`config.mk`:
```
export PLATFORM = sky130hd
export DESIGN_NAME = cordic_hyp_sched_flat
export DESIGN_NICKNAME = d
export VERILOG_FILES = /design/src/rtl/cordic_hyp_sched_if.sv /design/src/rtl/cordic_hyp_sched.sv /design/src/flat_wrapper.sv
export SDC_FILE = /design/constraint.sdc
export NUM_CORES = 1
export LEC_CHECK = 0
export ABC_CLOCK_PERIOD_IN_PS = 9300
export CORE_MARGIN = 2
export CORE_UTILIZATION = 40
export CTS_CLUSTER_DIAMETER = 50
export DETAILED_ROUTE_END_ITERATION = 7
export PLACE_DENSITY = 0.76
export SLEW_MARGIN = 15
export SYNTH_ARGS = -nofsm -noshare
export SYNTH_HDL_FRONTEND = slang
export SYNTH_SLANG_ARGS = --single-unit
```
`constraint.sdc`:
```
create_clock -name clk -period 9.3 [get_ports clk]
set_input_delay 1.395 -clock clk [delete_from_list [all_inputs] [get_ports clk]]
set_output_delay 1.395 -clock clk [all_outputs]
set_load 0.05 [all_outputs]
```
`src/rtl/cordic_hyp_sched_if.sv`:
```
// Requester-side bundle for the shared hyperbolic CORDIC scheduler:
// request handshake in, tagged result stream out.
interface cordic_hyp_sched_if #(
    parameter int NUM_REQ = 4,
    parameter int XY_SZ   = 16
);
    localparam int ID_W = $clog2(NUM_REQ);

    logic [NUM_REQ-1:0]    req_valid;
    logic [32*NUM_REQ-1:0] req_angle;
    logic [NUM_REQ-1:0]    req_ready;
    logic                  res_valid;
    logic [ID_W-1:0]       res_id;
    logic [XY_SZ:0]        res_cosh;
    logic [XY_SZ:0]        res_sinh;

    modport master (
        output req_valid, req_angle,
        input  req_ready, res_valid, res_id, res_cosh, res_sinh
    );

    modport slave (
        input  req_valid, req_angle,
        output req_ready, res_valid, res_id, res_cosh, res_sinh
    );
endinterface

```
`src/rtl/cordic_hyp_sched.sv`:
```
// Round-robin scheduler sharing one fixed-latency hyperbolic CORDIC between
// NUM_REQ requesters, with a tag pipe to route results and a pause/drain FSM.
//
// state   | meaning
// S_IDLE  | quiescent; first valid request (without pause) is granted and moves to S_RUN
// S_RUN   | granting one request per cycle round-robin
// S_DRAIN | paused; no grants, waits for in-flight ops and pause release
module cordic_hyp_sched #(
    parameter int               NUM_REQ = 4,
    parameter int               XY_SZ   = 16,
    parameter int               LAT     = 16,
    parameter logic [XY_SZ-1:0] X_INIT  = 16'h26A3,
    parameter logic [XY_SZ-1:0] Y_INIT  = 16'h0000
) (
    input  logic                         clk,
    input  logic                         rst,
    input  logic                         pause,
    cordic_hyp_sched_if.slave            bus,
    output logic [31:0]                  cordic_angle,
    output logic [XY_SZ-1:0]             cordic_x,
    output logic [XY_SZ-1:0]             cordic_y,
    input  logic [XY_SZ:0]               cordic_xout,
    input  logic [XY_SZ:0]               cordic_yout,
    output logic [$clog2(LAT+2)-1:0]     inflight,
    output logic                         idle
);
    localparam int ID_W = $clog2(NUM_REQ);
    localparam int IF_W = $clog2(LAT+2);

    typedef enum logic [1:0] {S_IDLE, S_RUN, S_DRAIN} state_t;

    state_t          state;
    logic [ID_W-1:0] rr_ptr;
    logic [LAT:0]    tag_v;
    logic [ID_W-1:0] tag_id [0:LAT];

    logic            grant_en;
    logic            sel_found;
    logic [ID_W-1:0] sel_id;
    logic [ID_W-1:0] idx;
    logic [31:0]     sel_angle;
    logic            accept;

    // IDLE only grants when a request is present, which sel_found already implies
    assign grant_en = !rst && !pause && (state != S_DRAIN);

    always_comb begin
        sel_found = 1'b0;
        sel_id    = '0;
        sel_angle = '0;
        idx       = '0;
        for (int i = 0; i < NUM_REQ; i++) begin
            idx = ID_W'((int'(rr_ptr) + i) % NUM_REQ);
            if (!sel_found && bus.req_valid[idx]) begin
                sel_found = 1'b1;
                sel_id    = idx;
                sel_angle = bus.req_angle[32*idx +: 32];
            end
        end
    end

    assign accept        = grant_en && sel_found;
    assign bus.req_ready = accept ? (NUM_REQ'(1) << sel_id) : '0;

    assign bus.res_valid = tag_v[LAT];
    assign bus.res_id    = tag_id[LAT];
    assign bus.res_cosh  = tag_v[LAT] ? cordic_xout : '0;
    assign bus.res_sinh  = tag_v[LAT] ? cordic_yout : '0;
    assign idle          = (state == S_IDLE) && (inflight == '0);

    always_ff @(posedge clk) begin
        if (rst) begin
            state        <= S_IDLE;
            rr_ptr       <= '0;
            cordic_angle <= '0;
            cordic_x     <= '0;
            cordic_y     <= '0;
            tag_v        <= '0;
            inflight     <= '0;
            for (int k = 0; k <= LAT; k++) tag_id[k] <= '0;
        end else begin
            case (state)
                S_IDLE:  if (!pause && |bus.req_valid) state <= S_RUN;
                S_RUN:   if (pause) state <= S_DRAIN;
                S_DRAIN: if (!pause && inflight == '0) state <= S_IDLE;
                default: state <= S_IDLE;
            endcase

            if (accept) begin
                cordic_angle <= sel_angle;
                cordic_x     <= X_INIT;
                cordic_y     <= Y_INIT;
                rr_ptr       <= (sel_id == ID_W'(NUM_REQ-1)) ? '0 : sel_id + 1'b1;
            end

            tag_v <= {tag_v[LAT-1:0], accept};
            for (int k = LAT; k > 0; k--) tag_id[k] <= tag_id[k-1];
            tag_id[0] <= sel_id;

            // the tag pipe bounds inflight at LAT+1, so no saturation is needed
            case ({accept, tag_v[LAT]})
                2'b10:   inflight <= inflight + IF_W'(1);
                2'b01:   inflight <= inflight - IF_W'(1);
                default: inflight <= inflight;
            endcase
        end
    end
endmodule

```
`src/flat_wrapper.sv`:
```
// flat-port wrapper written by rule: the top's interface ports become plain ports
module cordic_hyp_sched_flat 
#(
    parameter int               NUM_REQ = 4,
    parameter int               XY_SZ   = 16,
    parameter int               LAT     = 16,
    parameter logic [XY_SZ-1:0] X_INIT  = 16'h26A3,
    parameter logic [XY_SZ-1:0] Y_INIT  = 16'h0000
)
  (clk, rst, pause, cordic_angle, cordic_x, cordic_y, cordic_xout, cordic_yout, inflight, idle, bus_req_valid, bus_req_angle, bus_req_ready, bus_res_valid, bus_res_id, bus_res_cosh, bus_res_sinh);
  cordic_hyp_sched_if #(.NUM_REQ(NUM_REQ), .XY_SZ(XY_SZ)) bus_i ();
  input  logic clk;
  input  logic rst;
  input  logic pause;
  output logic [31:0] cordic_angle;
  output logic [XY_SZ-1:0] cordic_x;
  output logic [XY_SZ-1:0] cordic_y;
  input  logic [XY_SZ:0] cordic_xout;
  input  logic [XY_SZ:0] cordic_yout;
  output logic [$clog2(LAT+2)-1:0] inflight;
  output logic idle;
  input wire logic [$bits(bus_i.req_valid)-1:0] bus_req_valid;
  input wire logic [$bits(bus_i.req_angle)-1:0] bus_req_angle;
  output wire logic [$bits(bus_i.req_ready)-1:0] bus_req_ready;
  output wire logic [$bits(bus_i.res_valid)-1:0] bus_res_valid;
  output wire logic [$bits(bus_i.res_id)-1:0] bus_res_id;
  output wire logic [$bits(bus_i.res_cosh)-1:0] bus_res_cosh;
  output wire logic [$bits(bus_i.res_sinh)-1:0] bus_res_sinh;
  assign bus_i.req_valid = bus_req_valid;
  assign bus_i.req_angle = bus_req_angle;
  assign bus_req_ready = bus_i.req_ready;
  assign bus_res_valid = bus_i.res_valid;
  assign bus_res_id = bus_i.res_id;
  assign bus_res_cosh = bus_i.res_cosh;
  assign bus_res_sinh = bus_i.res_sinh;
  cordic_hyp_sched #(.NUM_REQ(NUM_REQ), .XY_SZ(XY_SZ), .LAT(LAT), .X_INIT(X_INIT), .Y_INIT(Y_INIT)) u_core (.clk(clk), .rst(rst), .pause(pause), .bus(bus_i), .cordic_angle(cordic_angle), .cordic_x(cordic_x), .cordic_y(cordic_y), .cordic_xout(cordic_xout), .cordic_yout(cordic_yout), .inflight(inflight), .idle(idle));
endmodule
```
==> results.cfg <==
[global_route]
grt_pass1_wl_um = 34400
use_met1 = 0.275
gr-total-overflow = 0
antenna_found_initial = 1
grt_pass1_vias = 6534
grt_usage = 0.217
grt_util_met2 = 0.376
grt_max_degree = 108
grt-busiest-layer = met2
use_met3 = 0.0373

[logic_synthesis]
ys.warnings.count = 0
yosysSeqAreaShare = 0.256
yosys_most_used_dff = dfxtp_1
yosysTopAreaCell = dfxtp_1
synth_area_leaders = dfxtp_1 (26%), mux2_2 (15%), nor2_1 (7.2%), mux2i_1 (4.8%), nor2b_1 (4.6%)
synth_top_area_share = 0.256
ys_ff_latch = 93
synth_edf_count = 0
netlist_area_sq_um = 7260
synth_area_per_cell_sq_um = 8.00
synth_cell_types = 50
syn_inst = 908
async_flop_share = 0

[final_layout]
area_growth_pct = 36.8
finalNetCount = 1263
fillers = 1674
multiInputGateArea_sq_um = 4820
drive_gt1_frac = 0.124
regArea_sq_um = 1870

[timing]
setup_ws_ns = 3.76
slew_headroom = 0.291
finClkSkew_ns = 0.00808
final-hold-violation-count = 0
fmaxAchievable_ghz = 0.181
post-route-period-util = 0.596
drv_slew = 0
min_period_ns = 5.54
finalSetupTns_ns = 0
setup_violations = 0
rsz0062_at_grt = false
tightest_slew_ns = 1.06

[route]
ant_nets = 0
wirelength_um = 21900
drc = 0
vias = 7315
drtIter0Drc = 642
post_drt_wl_per_cell_um = 16.6
dr.pass1.iters = 5
via_per_inst = 5.53

[floorplanning]
initial_core_util = 0.406
core-area_sq_um = 17900
rows = 49
io_pins = 280
die_w_um = 139
die_h_um = 139
dieArea_sq_um = 19200

[power_and_ir_drop]
p_comb_frac = 0.371
p_sw_frac = 0.352
pwr-share-seq = 0.336
leakage_nw = 3.52
p_int_mw = 0.863
total_switching_power_mw = 0.469
pwr-share-clk = 0.294
vdd.ir_drop.worst_mv = 0.106
power_density_nw_per_um2 = 134

[clock_network]
clkTransAtPathRegs_ns = 0.07
cts_buffers = 9
cts_resized = 0
ctsHtreeMaxLevel = 3
hold_buffers = 0
clock_sinks = 93
cts_tree = yes
root_buffer = clkbuf_16
clock_latency_ns = 0.34
cts_setup_buffers = 0
cts_max_path_buffers = 2

[setup_path]
cp-end-kind = output pin
path_class = input port to output pin
arrival_ns = 4.14
rr_worst_depth = 7
rr_endpoint = u_core.cordic_angle[7]
crit-reg2reg-launch = u_core.rr_ptr[0]
reg2reg_slack_ns = 4.97
cp_data_required_time_ns = 7.91
worstPathMaxFanout = 12
crit_path_start_kind = input port

[placed_design]
place.gp.congestion = 0.778
dp_hpwl_um = 15200
dp_slack_ns = 3.75
io_buffers = 254

[worst_hold_path]
worstHoldStart = u_core.tag_v[8]
min_path_cells = 1
hold_path_class = flip-flop to flip-flop
min_to = u_core.tag_v[9]

[run_status]
status = completed

[run]
max_cap_viol_count = 0
[power groups by stage]
stage	logic [mW]	clock network [mW]	registers (mW)
after global routing	0.530	0.418	0.450
after detailed placement	0.490	0	0.456
final	0.494	0.391	0.447
after floorplan	0.281	0	0.506
after CTS	0.492	0.403	0.447
after global placement	0.483	0	0.456
[state kept, by name, summed over array words and instances (netlist names)]
register and cells:
u_core.rr_ptr 2, u_core.cordic_x 1, u_core.tag_v 17, u_core.tag_id 34, u_core.cordic_angle 32, u_core.state 2, u_core.inflight 5
[cell usage after synthesis, drive strengths merged, types with 2 or more instances]
master and n:
a2111oi 34, a211o 2, a21oi 40, and2 38, buf 71, clkbuf 48
dfxtp 93, ha 7, inv 6, mux2 97, mux2i 35, nand2 40
nand3b 4, nor2 141, nor2b 53, nor3 66, nor3b 2, nor4 2
o21ai 7, o22ai 33, o31a 32, o32ai 32, or3 2, or3b 4
xor2 4
[cells by family after synthesis]
family                   after synthesis  share of synthesized area
adder cells (fa/ha/maj)                7                     0.0121
AO/OA/AOI/OAI                        187                      0.191
buffers and inverters                125                     0.0942
flip-flops                            93                      0.256
AND/OR/NAND/NOR                      358                      0.241
other                                  1                   0.000516
XOR/XNOR                               5                    0.00603
multiplexers                         132                      0.199
[worst max-delay path, cell delays in order]
cell and delay, ns:
clkdlybuf4s50_1 0.60, nor2b_1 0.27, o21ai_0 0.17, o221ai_1 0.15, or2_2 0.38, inv_1 0.09
ha_1 0.16, and2_1 0.13, clkdlybuf4s50_1 0.80
[worst max path at each step]
stage / start / to / slack (ns)
floorplan: bus_req_valid[2] / bus_req_ready[3] / 5.01
CTS: bus_req_valid[0] / bus_req_ready[3] / 3.75
global route: bus_req_valid[0] / bus_req_ready[3] / 3.61
finish: bus_req_valid[0] / bus_req_ready[3] / 3.76
global placement: bus_req_valid[0] / bus_req_ready[3] / 3.79
detailed placement: bus_req_valid[0] / bus_req_ready[3] / 3.75
[metrics by stage]
stage | cells | util | area [sq um] | hold slack, ns | power [mW]
6_report | 1322 | 0.555 | 9940 | 0.432 | 1.33
5_1_grt | 1322 | 0.555 | 9940 | 0.452 | 1.40
3_5_place_dp | 1305 | 0.537 | 9610 | 0.423 | 0.946
2_1_floorplan | 932 | - | 7350 | 0.414 | 0.787
3_3_place_gp | 1305 | 0.537 | 9610 | 0.417 | 0.939
4_1_cts | 1321 | 0.555 | 9930 | 0.438 | 1.34
[cell usage in the layout (no fill, tap or decap), types with 25 or more instances in the layout]
master           instances
nor3_1                  66
o32ai_1                 31
clkdlybuf4s50_1        253
nand2_1                 39
and2_1                  38
mux2_2                  97
conb_1                  25
a2111oi_0               33
dfxtp_1                 91
mux2i_1                 35
nor2_1                 140
o22ai_1                 33
nor2b_1                 53
o31a_1                  32
a21oi_1                 40
[layout make-up]
class / instances / share of cell area
inverter: 6 / 0.00227
clock buffer: 10 / 0.0252
timing repair buffer: 263 / 0.262
clock inverter: 6 / 0.00743
multi-input combinational: 714 / 0.485
tap: 229 / 0.0288
antenna: 1 / 0.000252
sequential: 93 / 0.188
[metal layers]
layer | vias up | part of all wire
met5 | - | 0
met4 | 0 | 0.020
met3 | 22 | 0.077
met2 | 355 | 0.49
met1 | 3354 | 0.42
li1 | 3584 | -
Power figures use the tool's default switching activity.
